**config.mk**
```make
export PLATFORM = sky130hd
export DESIGN_NAME = mem_stage
export DESIGN_NICKNAME = d
export VERILOG_FILES = /design/src/rtl/mem_stage_pkg.sv /design/src/rtl/mem_stage_lsu_align.sv /design/src/rtl/mem_stage.sv
export SDC_FILE = /design/constraint.sdc
export NUM_CORES = 1
export LEC_CHECK = 0
export ABC_AREA = 1
export CAP_MARGIN = 20
export CORE_MARGIN = 5
export CORE_UTILIZATION = 43
export CTS_BUF_LIST = sky130_fd_sc_hd__clkbuf_8
export DETAILED_ROUTE_END_ITERATION = 10
export PLACE_DENSITY_LB_ADDON = 0.1
export SETUP_SLACK_MARGIN = 0.15
export SLEW_MARGIN = 5
export SYNTH_ARGS = -nofsm -noshare
export SYNTH_HDL_FRONTEND = slang
export SYNTH_SLANG_ARGS = --single-unit
```
**constraint.sdc**
```tcl
create_clock -name clk_i -period 4.21 [get_ports clk_i]
set_input_delay 0.6315 -clock clk_i [delete_from_list [all_inputs] [get_ports clk_i]]
set_output_delay 0.6315 -clock clk_i [all_outputs]
set_load 0.005 [all_outputs]
```
**src/rtl/mem_stage_pkg.sv**
```systemverilog
// Shared definitions for the MEM pipeline stage: memory op codes, FSM state
// encoding, bus/register widths and op classification helpers.
package mem_stage_pkg;

    localparam int REG_W      = 32;
    localparam int REG_ADDR_W = 5;
    localparam int MEM_OP_W   = 4;

    localparam logic [REG_W-1:0]      ZERO_WORD = 32'h0000_0000;
    localparam logic [REG_ADDR_W-1:0] ZERO_REG  = 5'd0;

    typedef enum logic [MEM_OP_W-1:0] {
        MEM_NOP = 4'd0,
        MEM_LB  = 4'd1,
        MEM_LH  = 4'd2,
        MEM_LW  = 4'd3,
        MEM_LBU = 4'd4,
        MEM_LHU = 4'd5,
        MEM_SB  = 4'd6,
        MEM_SH  = 4'd7,
        MEM_SW  = 4'd8
    } mem_op_e;

    typedef enum logic [0:0] {
        ST_IDLE = 1'b0,
        ST_WAIT = 1'b1
    } state_e;

    function automatic logic is_load(input logic [MEM_OP_W-1:0] op);
        case (op)
            MEM_LB, MEM_LH, MEM_LW, MEM_LBU, MEM_LHU: is_load = 1'b1;
            default:                                  is_load = 1'b0;
        endcase
    endfunction

    function automatic logic is_store(input logic [MEM_OP_W-1:0] op);
        case (op)
            MEM_SB, MEM_SH, MEM_SW: is_store = 1'b1;
            default:                is_store = 1'b0;
        endcase
    endfunction

    // Halfwords need an even address, words a multiple of four; bytes always fit.
    function automatic logic is_aligned(input logic [MEM_OP_W-1:0] op, input logic [1:0] off);
        case (op)
            MEM_LH, MEM_LHU, MEM_SH: is_aligned = (off[0] == 1'b0);
            MEM_LW, MEM_SW:          is_aligned = (off == 2'b00);
            default:                 is_aligned = 1'b1;
        endcase
    endfunction

endpackage

```
**src/rtl/mem_stage_lsu_align.sv**
```systemverilog
// Load/store lane alignment for the MEM stage (purely combinational).
//   op     : memory op code
//   off    : byte offset within the word (addr[1:0])
//   sdata  : store data (rs2)
//   rdata  : raw read word from the data bus
//   be     : byte enables for the access (loads and stores)
//   wdata  : lane-replicated store data (zero for loads)
//   ldata  : extracted, sign/zero-extended load result
module mem_stage_lsu_align
    import mem_stage_pkg::*;
(
    input  logic [MEM_OP_W-1:0] op,
    input  logic [1:0]          off,
    input  logic [REG_W-1:0]    sdata,
    input  logic [REG_W-1:0]    rdata,
    output logic [3:0]          be,
    output logic [REG_W-1:0]    wdata,
    output logic [REG_W-1:0]    ldata
);

    logic [7:0]  byte_s;
    logic [15:0] half_s;

    // Select the addressed byte and halfword lanes of the read word
    always_comb begin
        case (off)
            2'd0:    byte_s = rdata[7:0];
            2'd1:    byte_s = rdata[15:8];
            2'd2:    byte_s = rdata[23:16];
            2'd3:    byte_s = rdata[31:24];
            default: byte_s = rdata[7:0];
        endcase
        if (off[1]) begin
            half_s = rdata[31:16];
        end else begin
            half_s = rdata[15:0];
        end
    end

    // Byte enables, replicated store data and extended load data per op
    always_comb begin
        be    = 4'b0000;
        wdata = ZERO_WORD;
        ldata = ZERO_WORD;
        case (op)
            MEM_LB: begin
                be    = 4'b0001 << off;
                ldata = {{24{byte_s[7]}}, byte_s};
            end
            MEM_LBU: begin
                be    = 4'b0001 << off;
                ldata = {24'h00_0000, byte_s};
            end
            MEM_LH: begin
                be    = off[1] ? 4'b1100 : 4'b0011;
                ldata = {{16{half_s[15]}}, half_s};
            end
            MEM_LHU: begin
                be    = off[1] ? 4'b1100 : 4'b0011;
                ldata = {16'h0000, half_s};
            end
            MEM_LW: begin
                be    = 4'b1111;
                ldata = rdata;
            end
            MEM_SB: begin
                be    = 4'b0001 << off;
                wdata = {4{sdata[7:0]}};
            end
            MEM_SH: begin
                be    = off[1] ? 4'b1100 : 4'b0011;
                wdata = {2{sdata[15:0]}};
            end
            MEM_SW: begin
                be    = 4'b1111;
                wdata = sdata;
            end
            default: begin
                be    = 4'b0000;
                wdata = ZERO_WORD;
                ldata = ZERO_WORD;
            end
        endcase
    end

endmodule

```
**src/rtl/mem_stage.sv**
```systemverilog
// MEM pipeline stage between exe_mem and mem_wb.
// Non-memory ops pass writeback fields straight through. Aligned loads/stores
// run one request/ack transaction on the data bus while stalling upstream;
// misaligned accesses and bus timeouts are dropped and reported as pulses.
// Ports:
//   clk_i, rst_i                   clock, synchronous active-high reset
//   reg_waddr_i/we_i/wdata_i       writeback fields from exe_mem
//   mem_op_i, mem_addr_i, mem_sdata_i  memory op, effective address, store data
//   reg_waddr_o/we_o/wdata_o       writeback fields to mem_wb (combinational)
//   dbus_*_o                       registered data-bus request
//   dbus_rdata_i, dbus_ack_i       data-bus response
//   stall_req_o                    freeze earlier pipeline stages
//   misalign_o, bus_err_o          one-cycle error pulses
module mem_stage
    import mem_stage_pkg::*;
#(
    parameter int TIMEOUT_CYC = 16,
    parameter int CNT_W       = 5
) (
    input  logic                  clk_i,
    input  logic                  rst_i,
    input  logic [REG_ADDR_W-1:0] reg_waddr_i,
    input  logic                  reg_we_i,
    input  logic [REG_W-1:0]      reg_wdata_i,
    input  logic [MEM_OP_W-1:0]   mem_op_i,
    input  logic [REG_W-1:0]      mem_addr_i,
    input  logic [REG_W-1:0]      mem_sdata_i,
    output logic [REG_ADDR_W-1:0] reg_waddr_o,
    output logic                  reg_we_o,
    output logic [REG_W-1:0]      reg_wdata_o,
    output logic                  dbus_req_o,
    output logic                  dbus_we_o,
    output logic [REG_W-1:0]      dbus_addr_o,
    output logic [3:0]            dbus_be_o,
    output logic [REG_W-1:0]      dbus_wdata_o,
    input  logic [REG_W-1:0]      dbus_rdata_i,
    input  logic                  dbus_ack_i,
    output logic                  stall_req_o,
    output logic                  misalign_o,
    output logic                  bus_err_o
);

    state_e                state_r;
    logic [CNT_W-1:0]      cnt_r;
    logic [REG_ADDR_W-1:0] cap_waddr_r;
    logic                  cap_we_r;
    logic [MEM_OP_W-1:0]   cap_op_r;
    logic [1:0]            cap_off_r;

    logic [MEM_OP_W-1:0]   al_op_s;
    logic [1:0]            al_off_s;
    logic [3:0]            al_be_s;
    logic [REG_W-1:0]      al_wdata_s;
    logic [REG_W-1:0]      al_ldata_s;
    logic                  in_mem_s;
    logic                  in_aligned_s;
    logic                  start_s;
    logic                  timeout_s;

    // The aligner formats the live request in IDLE and the captured access in WAIT
    always_comb begin
        if (state_r == ST_WAIT) begin
            al_op_s  = cap_op_r;
            al_off_s = cap_off_r;
        end else begin
            al_op_s  = mem_op_i;
            al_off_s = mem_addr_i[1:0];
        end
    end

    mem_stage_lsu_align u_align (
        .op    (al_op_s),
        .off   (al_off_s),
        .sdata (mem_sdata_i),
        .rdata (dbus_rdata_i),
        .be    (al_be_s),
        .wdata (al_wdata_s),
        .ldata (al_ldata_s)
    );

    // Classify the incoming op and detect the timeout cycle (ack beats timeout)
    always_comb begin
        in_mem_s     = is_load(mem_op_i) | is_store(mem_op_i);
        in_aligned_s = is_aligned(mem_op_i, mem_addr_i[1:0]);
        start_s      = (state_r == ST_IDLE) && in_mem_s && in_aligned_s;
        if (TIMEOUT_CYC == 0) begin
            timeout_s = 1'b0;
        end else begin
            timeout_s = (state_r == ST_WAIT) && !dbus_ack_i
                        && (cnt_r == CNT_W'(TIMEOUT_CYC - 1));
        end
    end

    // Writeback, stall and error pulses are combinational from state and inputs
    always_comb begin
        reg_waddr_o = ZERO_REG;
        reg_we_o    = 1'b0;
        reg_wdata_o = ZERO_WORD;
        stall_req_o = 1'b0;
        misalign_o  = 1'b0;
        bus_err_o   = 1'b0;
        if (rst_i) begin
            reg_we_o = 1'b0;
        end else begin
            case (state_r)
                ST_IDLE: begin
                    if (!in_mem_s) begin
                        reg_waddr_o = reg_waddr_i;
                        reg_we_o    = reg_we_i;
                        reg_wdata_o = reg_wdata_i;
                    end else if (!in_aligned_s) begin
                        misalign_o = 1'b1;
                    end else begin
                        stall_req_o = 1'b1;
                    end
                end
                ST_WAIT: begin
                    if (dbus_ack_i) begin
                        if (is_load(cap_op_r)) begin
                            reg_waddr_o = cap_waddr_r;
                            reg_we_o    = cap_we_r;
                            reg_wdata_o = al_ldata_s;
                        end else begin
                            reg_we_o = 1'b0;
                        end
                    end else if (timeout_s) begin
                        bus_err_o = 1'b1;
                    end else begin
                        stall_req_o = 1'b1;
                    end
                end
                default: begin
                    reg_we_o = 1'b0;
                end
            endcase
        end
    end

    // IDLE/WAIT state machine with the registered bus request and captured access
    always_ff @(posedge clk_i) begin
        if (rst_i) begin
            state_r      <= ST_IDLE;
            cnt_r        <= '0;
            cap_waddr_r  <= ZERO_REG;
            cap_we_r     <= 1'b0;
            cap_op_r     <= MEM_NOP;
            cap_off_r    <= 2'b00;
            dbus_req_o   <= 1'b0;
            dbus_we_o    <= 1'b0;
            dbus_addr_o  <= ZERO_WORD;
            dbus_be_o    <= 4'b0000;
            dbus_wdata_o <= ZERO_WORD;
        end else begin
            case (state_r)
                ST_IDLE: begin
                    if (start_s) begin
                        state_r      <= ST_WAIT;
                        cnt_r        <= '0;
                        cap_waddr_r  <= reg_waddr_i;
                        cap_we_r     <= reg_we_i;
                        cap_op_r     <= mem_op_i;
                        cap_off_r    <= mem_addr_i[1:0];
                        dbus_req_o   <= 1'b1;
                        dbus_we_o    <= is_store(mem_op_i);
                        dbus_addr_o  <= {mem_addr_i[31:2], 2'b00};
                        dbus_be_o    <= al_be_s;
                        dbus_wdata_o <= al_wdata_s;
                    end else begin
                        state_r <= ST_IDLE;
                    end
                end
                ST_WAIT: begin
                    if (dbus_ack_i || timeout_s) begin
                        state_r    <= ST_IDLE;
                        cnt_r      <= '0;
                        dbus_req_o <= 1'b0;
                        dbus_we_o  <= 1'b0;
                    end else begin
                        cnt_r <= cnt_r + CNT_W'(1);
                    end
                end
                default: begin
                    state_r    <= ST_IDLE;
                    cnt_r      <= '0;
                    dbus_req_o <= 1'b0;
                end
            endcase
        end
    end

endmodule
```
==> metrics.md, run 1 <==
| Metric | Value |
|---|---|
| Async set or reset register ratio after synthesis | `0` |
| Detailed-route wire length | `between 15 and 20 mm` |
| Detailed router's first-iteration violation count | `460` |
| Element type at the critical path start | `input pin` |
| Relative slew slack | `0.448` |
| Slew at the pin closest to its max-slew limit | `0.828 ns` |
| Worst Hold Launch | `dbus_wdata_o[19]` |
| Worst-case clock buffer depth | `2` |
| Clock-pin transition on the worst setup and hold timing paths | `approximately 0.09 ns` |
| Critical-path cell with the highest stage delay | `clkdlybuf4s50_1` |
| Main synth FF type | `dfxtp_1` |
| Worst R2R End | `dbus_be_o[0]` |
| Static Leakage | `between 3 and 4 nW` |
| Final period utilization | `0.894` |
| Biggest fanout along the worst timing path | `25` |
| Max-slew violation count | `0` |
| Seq cells post-synth | `86` |
| Chip Height | `122 µm` |
| Number of top-level pins | `approximately 250` |
| Setup Buffers After CTS | `0` |
| Classification of the worst setup path | `input pin to output pin` |
| Number of failing setup endpoints in the final timing report | `0` |
| Worst path setup slack after routing | `around 0.45 ns` |
| Buffer type at the clock tree root | `clkbuf_8` |
| Maximum number of pins on one net before global-route repair | `between 80 and 90` |
| Outcome | `finished clean` |
| H-tree level count | `3` |
| Overall die area | `about 0.015 mm²` |
| CTS tree | `built` |
| Unrepaired setup endpoints after global routing | `no` |
| Hold Violations, Final | `0` |
| Insertion delay of the later-clocked pin in the worst-skew pair | `between 0.3 and 0.4 ns` |
| Antenna violations before repair | `0` |
| Area leader, netlist | `dfxtp_1` |
| Core area | `approximately 0.012 mm²` |
| Post-synth EDFFs | `0` |
| Ranking of synthesized cells by instance count | `355 x nand2_1, 99 x nor2_1, 94 x a21oi_1` |
| Post-detail-place hpwl | `13.6 mm` |
| Area delta synth->final | `49.3%` |
| Pre-CTS setup slack | `~0.46 ns` |
| Number of search-and-repair iterations in the first detailed-routing pass | `5` |
| Peak supply drop | `roughly 0.22 mV` |
| Setup clock skew after layout | `about 0.012 ns` |
| Routed wire per std cell | `14.1 µm` |
| Post-synthesis average cell area | `5.87 µm²` |
| Portion of synthesized cell area occupied by the leading cell type | `0.319` |
| Final critical delay including setup and external delays | `around 3.8 ns` |
| Required time of the critical path | `3.58 ns` |
| Yosys warnings | `0` |
| Worst hold path class | `register to register` |
| Count of unresolved DRC violations after routing | `0` |
| Inserted Diodes | `0` |
| Worst Hold Margin | `0.467 ns` |
| Initial Util | `0.433` |
| Critical path cell sequence | `clkdlybuf4s50_1, inv_1, nand2_1, nand2_2, nor2_8, nand2_2, nand2_4, nor2_2, nor2_8, nand2_1, a21oi_1, clkdlybuf4s50_1` |
| Number of vias per cell after detailed routing | `4.93` |
| Number of different library cells in the post-synthesis netlist | `30` |
| Top cells by area in the synthesized netlist | `dfxtp_1 32%, nand2_1 25%, a21oi_1 8.7%` |
| Total number of placement rows | `between 40 and 50` |
| Number of nets in the layout | `approximately 1300` |
| Delay of the slowest critical-path stage | `0.55 ns` |
| Reg2reg start | `state_r` |
| Proportion of layout cells with a drive suffix above 1 | `0.0492` |
| CTS Buf Count | `9` |
| Overall track demand over capacity in global routing | `0.242` |
| Worst Hold Depth | `2` |
| Vias after detailed routing | `approximately 6500` |
| Final Non-Filler Cells | `roughly 1300` |
| Port bufs | `249` |
| Setup total negative slack | `0 ns` |
| Gate count of the mapped netlist | `919` |
| Number of antenna-violating nets in the routed design | `0` |
| First-pass GRT wire length | `29.1 mm` |
| Sequential-to-total area share from yosys stat | `0.319` |
| CP Capture Point | `reg_wdata_o[26]` |
| Placed insts | `around 1300` |
| Cell depth of the worst flop-to-flop path | `10` |
| Vias in the first global route | `5729` |
| Power density cells | `~280 mW/mm²` |
| Overall power | `between 2 and 2.5 mW` |
| Sink Count | `86` |
| Max Freq | `between 200 and 300 MHz` |
| Flop2flop setup slack | `approximately 1.8 ns` |
| Netlist Area Pre-Place | `0.00540 mm²` |
| Die Wd | `between 100 and 150 µm` |
| Hold-fix buffer count after cts | `0` |
| Arrival @ worst endpoint | `roughly 3.1 ns` |
| Category of the worst setup path capture point | `output pin` |
| Total of max-cap violations | `0` |
| CP Launch Point | `mem_op_i[2]` |
| Total grt overflow | `0` |
| GP Congestion | `0.930` |
| Count leader, synth | `nand2_1` |
## layout make-up
class / instances / area [µm²]
fill: 1242 / 4410
multi-input combinational: 725 / 3160
timing repair buffer: 261 / 2580
sequential: 86 / 1730
tap: 172 / 215
inverter: 50 / 193
clock buffer: 10 / 138
clock inverter: 6 / 46.3
## timing repair
| item | 4_1_cts | 5_1_grt |
|---|---|---|
| endpoints found under the setup margin | 0 | 9 |
| endpoints found under the hold margin | 0 | 0 |
| resized for setup | 0 | 1 |
## sequential cells by signal, summed over array words and instances (netlist names)
name	flops
cap_off_r	2
cap_op_r	4
cap_waddr_r	5
cap_we_r	1
cnt_r	5
dbus_addr_o	30
dbus_be_o	4
dbus_req_o	1
dbus_wdata_o	32
dbus_we_o	1
state_r	1
## worst max-delay path, delay by kind of cell
family                 cells  cell delay, ns
and+or+nand+nor            8            1.12
AOI/OAI and AO/OA          1            0.18
buffers and inverters      3            1.19
## kinds of logic after synthesis
logic type      after synthesis  share of synthesized area
fa+ha+maj                     2                    0.00464
compound gates              181                      0.170
other cells                   1                   0.000695
xor+xnor                      1                    0.00162
simple gates                539                      0.408
buf+inv                     109                     0.0960
flops                        86                      0.319
## worst min-delay path by stage
stage                  endpoint  slack [ns]
2_1_floorplan      cap_off_r[1]        0.44
3_3_place_gp   dbus_wdata_o[17]        0.45
3_5_place_dp         dbus_req_o        0.46
4_1_cts        dbus_wdata_o[19]        0.47
5_1_grt         dbus_wdata_o[0]        0.49
6_report       dbus_wdata_o[19]        0.47
## metrics by stage
stage / util / instance area (µm²)
after floorplan: - / 5400
after global placement: 0.631 / 7870
after global routing: 0.646 / 8060
after detailed placement: 0.631 / 7870
final: 0.646 / 8060
after CTS: 0.646 / 8060
## layer usage
layer  share of wire  GRT usage  vias to the layer above
met3            0.11     0.0780                       16
li1                -          -                     3348
met4           0.010     0.0525                        0
met2            0.47      0.402                      240
met5               0          0                        -
met1            0.41      0.307                     2855
## placed cells by master, fill, tap and decap left out
cell type,n
buf_4,12
nand2_1,354
clkinv_1,1
dfxtp_4,1
inv_2,4
nor2_1,99
clkinv_2,1
xor2_1,1
clkdlybuf4s50_1,248
nand2_2,9
o21a_1,1
clkbuf_8,10
nor3_1,3
inv_8,1
nor2_8,2
nand4_1,1
inv_6,1
o21ai_0,79
o21ai_1,4
nor2_2,6
o211ai_1,1
clkinv_4,3
nand3_1,62
ha_1,2
buf_2,1
dfxtp_1,85
a21oi_1,94
a21oi_2,2
or2_2,1
inv_1,45
nand2_4,1
nand3b_4,1
conb_1,2
## power breakdown
| group | leakage [nW] | internal [mW] | switching, mW | total [mW] |
|---|---|---|---|---|
| registers | 0.705 | 0.877 | 0.0361 | 0.913 |
| clock network | 0.100 | 0.236 | 0.311 | 0.546 |
| logic | 2.65 | 0.389 | 0.433 | 0.822 |
| total | 3.45 | 1.50 | 0.780 | 2.28 |
(Power assumes the default switching activity.)
==> run 2: changes to the inputs <==
--- a/config.mk
+++ b/config.mk
@@ -11,6 +11,7 @@
 export CORE_UTILIZATION = 43
 export CTS_BUF_LIST = sky130_fd_sc_hd__clkbuf_8
 export DETAILED_ROUTE_END_ITERATION = 10
+export GPL_ROUTABILITY_DRIVEN = 0
 export PLACE_DENSITY_LB_ADDON = 0.1
 export SETUP_SLACK_MARGIN = 0.15
 export SLEW_MARGIN = 5
==> run 2 against run 1 <==
Compared with the run above:
- sequential power hardly changed
- non-clock buffer count stayed put
- power is 0.12% higher
- critical path depth stayed put
- first-iteration DRC count is 3.7% higher
==> metrics.md, run 2 (same netlist as run 1, synthesis figures left out) <==
| Metric | Value |
|---|---|
| Post-cts gate resize count | `0 (unchanged)` |
| Clock power frac | `0.241 (was 0.240)` |
| Insertion delay of the later-clocked pin in the worst-skew pair | `0.36 ns (about the same)` |
| Reg2reg start | `state_r (unchanged)` |
| CTS Buf Count | `9 (unchanged)` |
| Final critical delay including setup and external delays | `3.71 ns (was 3.76 ns)` |
| Worst hold path class | `register to register (unchanged)` |
| GRT busiest layer | `met2 (unchanged)` |
| Number of search-and-repair iterations in the first detailed-routing pass | `5 (unchanged)` |
| Chip Height | `122 µm (unchanged)` |
| Max Freq | `269 MHz (was 266 MHz)` |
| Sequential cell fraction of total power | `0.399 (was 0.400)` |
| Post-detail-place hpwl | `13.6 mm (about the same)` |
| Number of nets in the layout | `1276 (unchanged)` |
| Met2 demand-to-capacity share in global routing | `0.404 (was 0.402)` |
| Peak supply drop | `0.208 mV (was 0.222 mV)` |
| Static Leakage | `3.45 nW (about the same)` |
| Cell depth of the worst flop-to-flop path | `10 (unchanged)` |
| Clock-pin transition on the worst setup and hold timing paths | `0.09 ns (about the same)` |
| Maximum number of pins on one net before global-route repair | `88 (was 89)` |
| Detailed router's first-iteration violation count | `477 (was 460)` |
| Total number of placement rows | `41 (unchanged)` |
| CTS tree | `built (unchanged)` |
| Required time of the critical path | `3.58 ns (about the same)` |
| Design internal power | `1.50 mW (about the same)` |
| Met1 capacity usage during global routing | `0.295 (was 0.307)` |
| Port bufs | `249 (unchanged)` |
| Worst Hold Depth | `2 (unchanged)` |
| Met3 usage | `0.0808 (was 0.0780)` |
| Die Wd | `122 µm (unchanged)` |
| Sink Count | `86 (unchanged)` |
| Overall track demand over capacity in global routing | `0.240 (was 0.242)` |
| Biggest fanout along the worst timing path | `25 (unchanged)` |
| Worst Hold Launch | `dbus_be_o[3] (was dbus_wdata_o[19])` |
| Number of vias per cell after detailed routing | `4.93 (about the same)` |
| Worst-case clock buffer depth | `2 (unchanged)` |
| Area delta synth->final | `49.4% (was 49.3%)` |
| Initial Util | `0.433 (unchanged)` |
| Power density cells | `283 mW/mm² (about the same)` |
| Arrival @ worst endpoint | `3.08 ns (was 3.13 ns)` |
| Flop2flop setup slack | `1.89 ns (was 1.81 ns)` |
| Buffer type at the clock tree root | `clkbuf_8 (unchanged)` |
| Relative slew slack | `0.451 (was 0.448)` |
| Classification of the worst setup path | `input pin to output pin (unchanged)` |
| Worst Hold Margin | `0.466 ns (was 0.467 ns)` |
| Slew at the pin closest to its max-slew limit | `0.823 ns (was 0.828 ns)` |
| Combinational share of power | `0.360 (about the same)` |
| Unrepaired setup endpoints after global routing | `no (unchanged)` |
| Max-slew violation count | `0 (unchanged)` |
| Instance area at placement | `0.00787 mm² (unchanged)` |
| Element type at the critical path start | `input pin (unchanged)` |
| Max reg flops | `32 (unchanged)` |
| Vias in the first global route | `5933 (was 5729)` |
| Total grt overflow | `0 (unchanged)` |
| Number of antenna-violating nets in the routed design | `0 (unchanged)` |
| Total net switching power | `0.782 mW (was 0.780 mW)` |
| Overall die area | `0.0149 mm² (unchanged)` |
| First-pass GRT wire length | `28.9 mm (was 29.1 mm)` |
| Leading cell types in the layout, fill and taps excluded | `354 x nand2_1, 248 x clkdlybuf4s50_1, 99 x nor2_1, 94 x a21oi_1, 85 x dfxtp_1 (unchanged)` |
| Routed wire per std cell | `14.1 µm (about the same)` |
| Setup Buffers After CTS | `0 (unchanged)` |
| Core area | `0.0125 mm² (unchanged)` |
| Setup total negative slack | `0 ns (unchanged)` |
| Leading cell type in the layout, fill and taps excluded | `nand2_1 (unchanged)` |
| Final period utilization | `0.882 (was 0.894)` |
| H-tree level count | `3 (unchanged)` |
| Hold endpoint | `dbus_be_o[3] (was dbus_wdata_o[19])` |
| Register containing the most flip-flops in the final layout | `dbus_wdata_o (unchanged)` |
| Detailed-route wire length | `18.5 mm (about the same)` |
| Category of the worst setup path capture point | `output pin (unchanged)` |
| Outcome | `finished clean (unchanged)` |
| Top flop regs | `dbus_wdata_o x32, dbus_addr_o x30 (unchanged)` |
| Count of unresolved DRC violations after routing | `0 (unchanged)` |
| Number of top-level pins | `252 (unchanged)` |
| Number of failing setup endpoints in the final timing report | `0 (unchanged)` |
| Sw Ratio | `0.343 (was 0.342)` |
| Worst R2R End | `dbus_be_o[2] (was dbus_be_o[0])` |
| Proportion of layout cells with a drive suffix above 1 | `0.0492 (unchanged)` |
| Setup clock skew after layout | `0.00898 ns (was 0.0119 ns)` |
| Antenna violations before repair | `0 (unchanged)` |
| Vias after detailed routing | `6461 (was 6459)` |
| Total of max-cap violations | `0 (unchanged)` |
| Final instance area | `0.00806 mm² (about the same)` |
| Hold-fix buffer count after cts | `0 (unchanged)` |
| Hold Violations, Final | `0 (unchanged)` |
| Inserted Diodes | `0 (unchanged)` |
## run 2: cell count changes in the layout (fill, tap and decap cells not counted), sizes merged
cell      before  now
clkinvlp       0    2
clkinv         5    4
inv           51   50
## run 2: worst max path at each step
stage | start | end | cells after the start
2_1_floorplan | mem_op_i[3] | reg_wdata_o[18] | 10
3_3_place_gp | mem_op_i[2] | reg_wdata_o[24] | 12
3_5_place_dp | mem_op_i[2] | reg_wdata_o[7] | 12
4_1_cts | state_r | reg_wdata_o[24] | 12
5_1_grt | state_r | reg_wdata_o[9] | 12
6_report | mem_op_i[2] | reg_wdata_o[24] | 12
## run 2: power by group through the flow
stage	combinational [mW]	clock, mW	sequential, mW
2_1_floorplan	0.440	0	0.931
3_3_place_gp	0.822	0	0.927
3_5_place_dp	0.823	0	0.930
4_1_cts	0.827	0.573	0.911
5_1_grt	0.916	0.608	0.920
6_report	0.822	0.551	0.911
## run 2: area by class of cell
class,count,area [µm²]
fill,1235,4410
inverter,50,193
timing repair buffer,261,2580
clock inverter,6,47.5
multi-input combinational,725,3160
clock buffer,10,138
tap,172,215
sequential,86,1720
## run 2: routing by layer
metal,wire [µm],share of wire,vias to the layer above
met3,2050,0.11,24
met4,290,0.016,0
met5,0,0,-
met1,7630,0.41,2842
met2,8490,0.46,249
li1,-,-,3346
## run 2: through the flow
stage	setup slack [ns]	power, mW	util	std cells
after floorplan	1.85	1.37	-	920
after global placement	0.489	1.75	0.631	1294
after detailed placement	0.486	1.75	0.631	1294
after CTS	0.405	2.31	0.646	1310
after global routing	0.207	2.44	0.647	1310
final	0.497	2.28	0.647	1310
## run 2: worst max-delay path: stages
cell             delay [ns]
clkdlybuf4s50_1        0.54
inv_1                  0.11
nand2_1                0.08
nand2_2                0.10
nor2_8                 0.16
nand2_2                0.10
nand2_4                0.18
nor2_2                 0.10
nor2_8                 0.28
nand2_1                0.13
a21oi_1                0.15
clkdlybuf4s50_1        0.52
==> run 3: changes to the inputs <==
--- a/config.mk
+++ b/config.mk
@@ -8,11 +8,11 @@
 export ABC_AREA = 1
 export CAP_MARGIN = 20
 export CORE_MARGIN = 5
-export CORE_UTILIZATION = 43
+export CORE_UTILIZATION = 40
 export CTS_BUF_LIST = sky130_fd_sc_hd__clkbuf_8
 export DETAILED_ROUTE_END_ITERATION = 10
 export GPL_ROUTABILITY_DRIVEN = 0
-export PLACE_DENSITY_LB_ADDON = 0.1
+export PLACE_DENSITY_LB_ADDON = 0.3
 export SETUP_SLACK_MARGIN = 0.15
 export SLEW_MARGIN = 5
 export SYNTH_ARGS = -nofsm -noshare
==> run 3 against run 2 <==
Compared with the run above:
- combinational power hardly changed
- largest cell class unchanged
- power is 0.97% lower
- first-iteration DRC count is 16% higher
- largest power group unchanged
==> metrics.md, run 3 (same netlist as run 1, synthesis figures left out) <==
| Metric | Value |
|---|---|
| Outcome | `finished clean (unchanged)` |
| Setup clock skew after layout | `0.00744 ns (was 0.00898 ns)` |
| Overall track demand over capacity in global routing | `0.226 (was 0.240)` |
| Buffer type at the clock tree root | `clkbuf_8 (unchanged)` |
| Number of nets in the layout | `1274 (was 1276)` |
| Insertion delay of the later-clocked pin in the worst-skew pair | `0.35 ns (was 0.36 ns)` |
| Worst-case clock buffer depth | `2 (unchanged)` |
| Instance area at placement | `0.00787 mm² (about the same)` |
| Worst Hold Launch | `dbus_be_o[2] (was dbus_be_o[3])` |
| Worst hold path class | `register to register (unchanged)` |
| Post-detail-place hpwl | `13.8 mm (was 13.6 mm)` |
| Design internal power | `1.50 mW (about the same)` |
| Max-slew violation count | `0 (unchanged)` |
| Leading cell type in the layout, fill and taps excluded | `nand2_1 (unchanged)` |
| Vias in the first global route | `5933 (unchanged)` |
| Relative slew slack | `0.452 (was 0.451)` |
| Power density cells | `281 mW/mm² (was 283 mW/mm²)` |
| Final Non-Filler Cells | `1311 (was 1310)` |
| Sink Count | `86 (unchanged)` |
| Setup Buffers After CTS | `0 (unchanged)` |
| Top flop regs | `dbus_wdata_o x32, dbus_addr_o x30 (unchanged)` |
| Max reg flops | `32 (unchanged)` |
| Total number of placement rows | `42 (was 41)` |
| Multi-input gate area | `0.00316 mm² (unchanged)` |
| Combinational share of power | `0.365 (was 0.360)` |
| Hold Violations, Final | `0 (unchanged)` |
| Total grt overflow | `0 (unchanged)` |
| Maximum number of pins on one net before global-route repair | `89 (was 88)` |
| Total net switching power | `0.757 mW (was 0.782 mW)` |
| Worst Hold Depth | `2 (unchanged)` |
| Routed wire per std cell | `14.4 µm (was 14.1 µm)` |
| Chip Height | `126 µm (was 122 µm)` |
| Category of the worst setup path capture point | `output pin (unchanged)` |
| Pre-CTS setup slack | `0.416 ns (was 0.486 ns)` |
| Vias after detailed routing | `6562 (was 6461)` |
| Slew at the pin closest to its max-slew limit | `0.822 ns (was 0.823 ns)` |
| Port bufs | `249 (unchanged)` |
| Cell depth of the worst flop-to-flop path | `10 (unchanged)` |
| Clock power frac | `0.233 (was 0.241)` |
| Count of unresolved DRC violations after routing | `0 (unchanged)` |
| Detailed-route wire length | `18.9 mm (was 18.5 mm)` |
| Arrival @ worst endpoint | `3.17 ns (was 3.08 ns)` |
| Number of failing setup endpoints in the final timing report | `0 (unchanged)` |
| Sequential cell fraction of total power | `0.403 (was 0.399)` |
| Proportion of layout cells with a drive suffix above 1 | `0.0467 (was 0.0492)` |
| Setup total negative slack | `0 ns (unchanged)` |
| First-pass GRT wire length | `29.9 mm (was 28.9 mm)` |
| Final critical delay including setup and external delays | `3.80 ns (was 3.71 ns)` |
| Die Wd | `126 µm (was 122 µm)` |
| Classification of the worst setup path | `input pin to output pin (unchanged)` |
| Inserted Diodes | `0 (unchanged)` |
| Detailed router's first-iteration violation count | `551 (was 477)` |
| Number of search-and-repair iterations in the first detailed-routing pass | `6 (was 5)` |
| Flop2flop setup slack | `1.44 ns (was 1.89 ns)` |
| Core area | `0.0132 mm² (was 0.0125 mm²)` |
| Initial Util | `0.408 (was 0.433)` |
| Number of vias per cell after detailed routing | `5.01 (was 4.93)` |
| Total of max-cap violations | `0 (unchanged)` |
| Register containing the most flip-flops in the final layout | `dbus_wdata_o (unchanged)` |
| Antenna violations before repair | `0 (unchanged)` |
| Reg2reg start | `state_r (unchanged)` |
| Final period utilization | `0.903 (was 0.882)` |
| Final standard cell utilization of the core | `0.607 (was 0.647)` |
| H-tree level count | `3 (unchanged)` |
| Clock-pin transition on the worst setup and hold timing paths | `0.08 ns (was 0.09 ns)` |
| Sequential cell area in the final layout | `0.00172 mm² (unchanged)` |
| Placed insts | `1296 (was 1294)` |
| Area delta synth->final | `49.1% (was 49.4%)` |
| Overall die area | `0.0159 mm² (was 0.0149 mm²)` |
| CTS Buf Count | `9 (unchanged)` |
| Worst path setup slack after routing | `0.409 ns (was 0.497 ns)` |
| Number of antenna-violating nets in the routed design | `0 (unchanged)` |
| Hold endpoint | `dbus_be_o[2] (was dbus_be_o[3])` |
| Unrepaired setup endpoints after global routing | `no (unchanged)` |
| Max Freq | `263 MHz (was 269 MHz)` |
| Number of top-level pins | `252 (unchanged)` |
| Static Leakage | `3.44 nW (was 3.45 nW)` |
| Biggest fanout along the worst timing path | `25 (unchanged)` |
| Required time of the critical path | `3.58 ns (about the same)` |
| CTS tree | `built (unchanged)` |
| Fill cell total of the finished layout | `1359 (was 1235)` |
| Element type at the critical path start | `input pin (unchanged)` |
| Final instance area | `0.00804 mm² (was 0.00806 mm²)` |
| Worst R2R End | `dbus_be_o[3] (was dbus_be_o[2])` |
| Peak supply drop | `0.223 mV (was 0.208 mV)` |
| Leading cell types in the layout, fill and taps excluded | `354 x nand2_1, 249 x clkdlybuf4s50_1, 99 x nor2_1, 94 x a21oi_1, 85 x dfxtp_1 (was 354 x nand2_1, 248 x clkdlybuf4s50_1, 99 x nor2_1, 94 x a21oi_1, 85 x dfxtp_1)` |
| Sw Ratio | `0.335 (was 0.343)` |
==> run 3: worst max-delay path by stage <==
stage                             start               to  slack [ns]  depth (start not counted)
final                       mem_op_i[1]   reg_wdata_o[7]        0.41                         12
after floorplan             mem_op_i[3]  reg_wdata_o[18]        1.85                         10
after CTS                   mem_op_i[1]   reg_wdata_o[7]        0.42                         12
after global routing        mem_op_i[3]  reg_wdata_o[13]        0.22                         12
after detailed placement    mem_op_i[1]   reg_wdata_o[7]        0.42                         12
after global placement    mem_addr_i[1]  reg_wdata_o[31]        0.47                         12
==> run 3: area by class of cell <==
cell class,count,area share
Clock buffer,11,0.0188
Clock inverter,4,0.00280
Inverter,50,0.0240
Multi-Input combinational cell,725,0.393
Sequential cell,86,0.214
Tap cell,176,0.0274
Timing Repair Buffer,259,0.320
==> run 3: critical path, cell delays in order <==
cell and delay [ns]:
clkdlybuf4s50_1 0.58, inv_2 0.08, nand2_1 0.10, nand2_2 0.07
nor2_2 0.13, nand2_1 0.12, nand2_4 0.20, nor2_2 0.10
nor2_8 0.30, nand2_1 0.16, a21oi_1 0.16, clkdlybuf4s50_1 0.52
==> run 3: layer usage <==
layer  wire, µm  GRT usage
met5          0          0
met4        380     0.0631
met3       1860     0.0665
met2       8610      0.368
met1       8040      0.290
==> run 3: per-stage QoR <==
stage	power (mW)	hold slack (ns)
2_1_floorplan	1.37	0.444
3_3_place_gp	1.75	0.451
3_5_place_dp	1.75	0.456
4_1_cts	2.28	0.469
5_1_grt	2.41	0.485
6_report	2.26	0.468
==> run 3: timing repair <==
action | in CTS | in global routing
hold buffers | 0 | 0
hold endpoints to repair | 0 | 0
gates resized for setup | 0 | 1
endpoints found under the setup margin | 0 | 1
==> run 3: power by group through the flow <==
stage	logic [mW]	clock network [mW]	registers, mW
global route	0.916	0.580	0.919
CTS	0.828	0.542	0.911
finish	0.825	0.526	0.911
floorplan	0.440	0	0.931
global placement	0.821	0	0.927
detailed placement	0.823	0	0.930
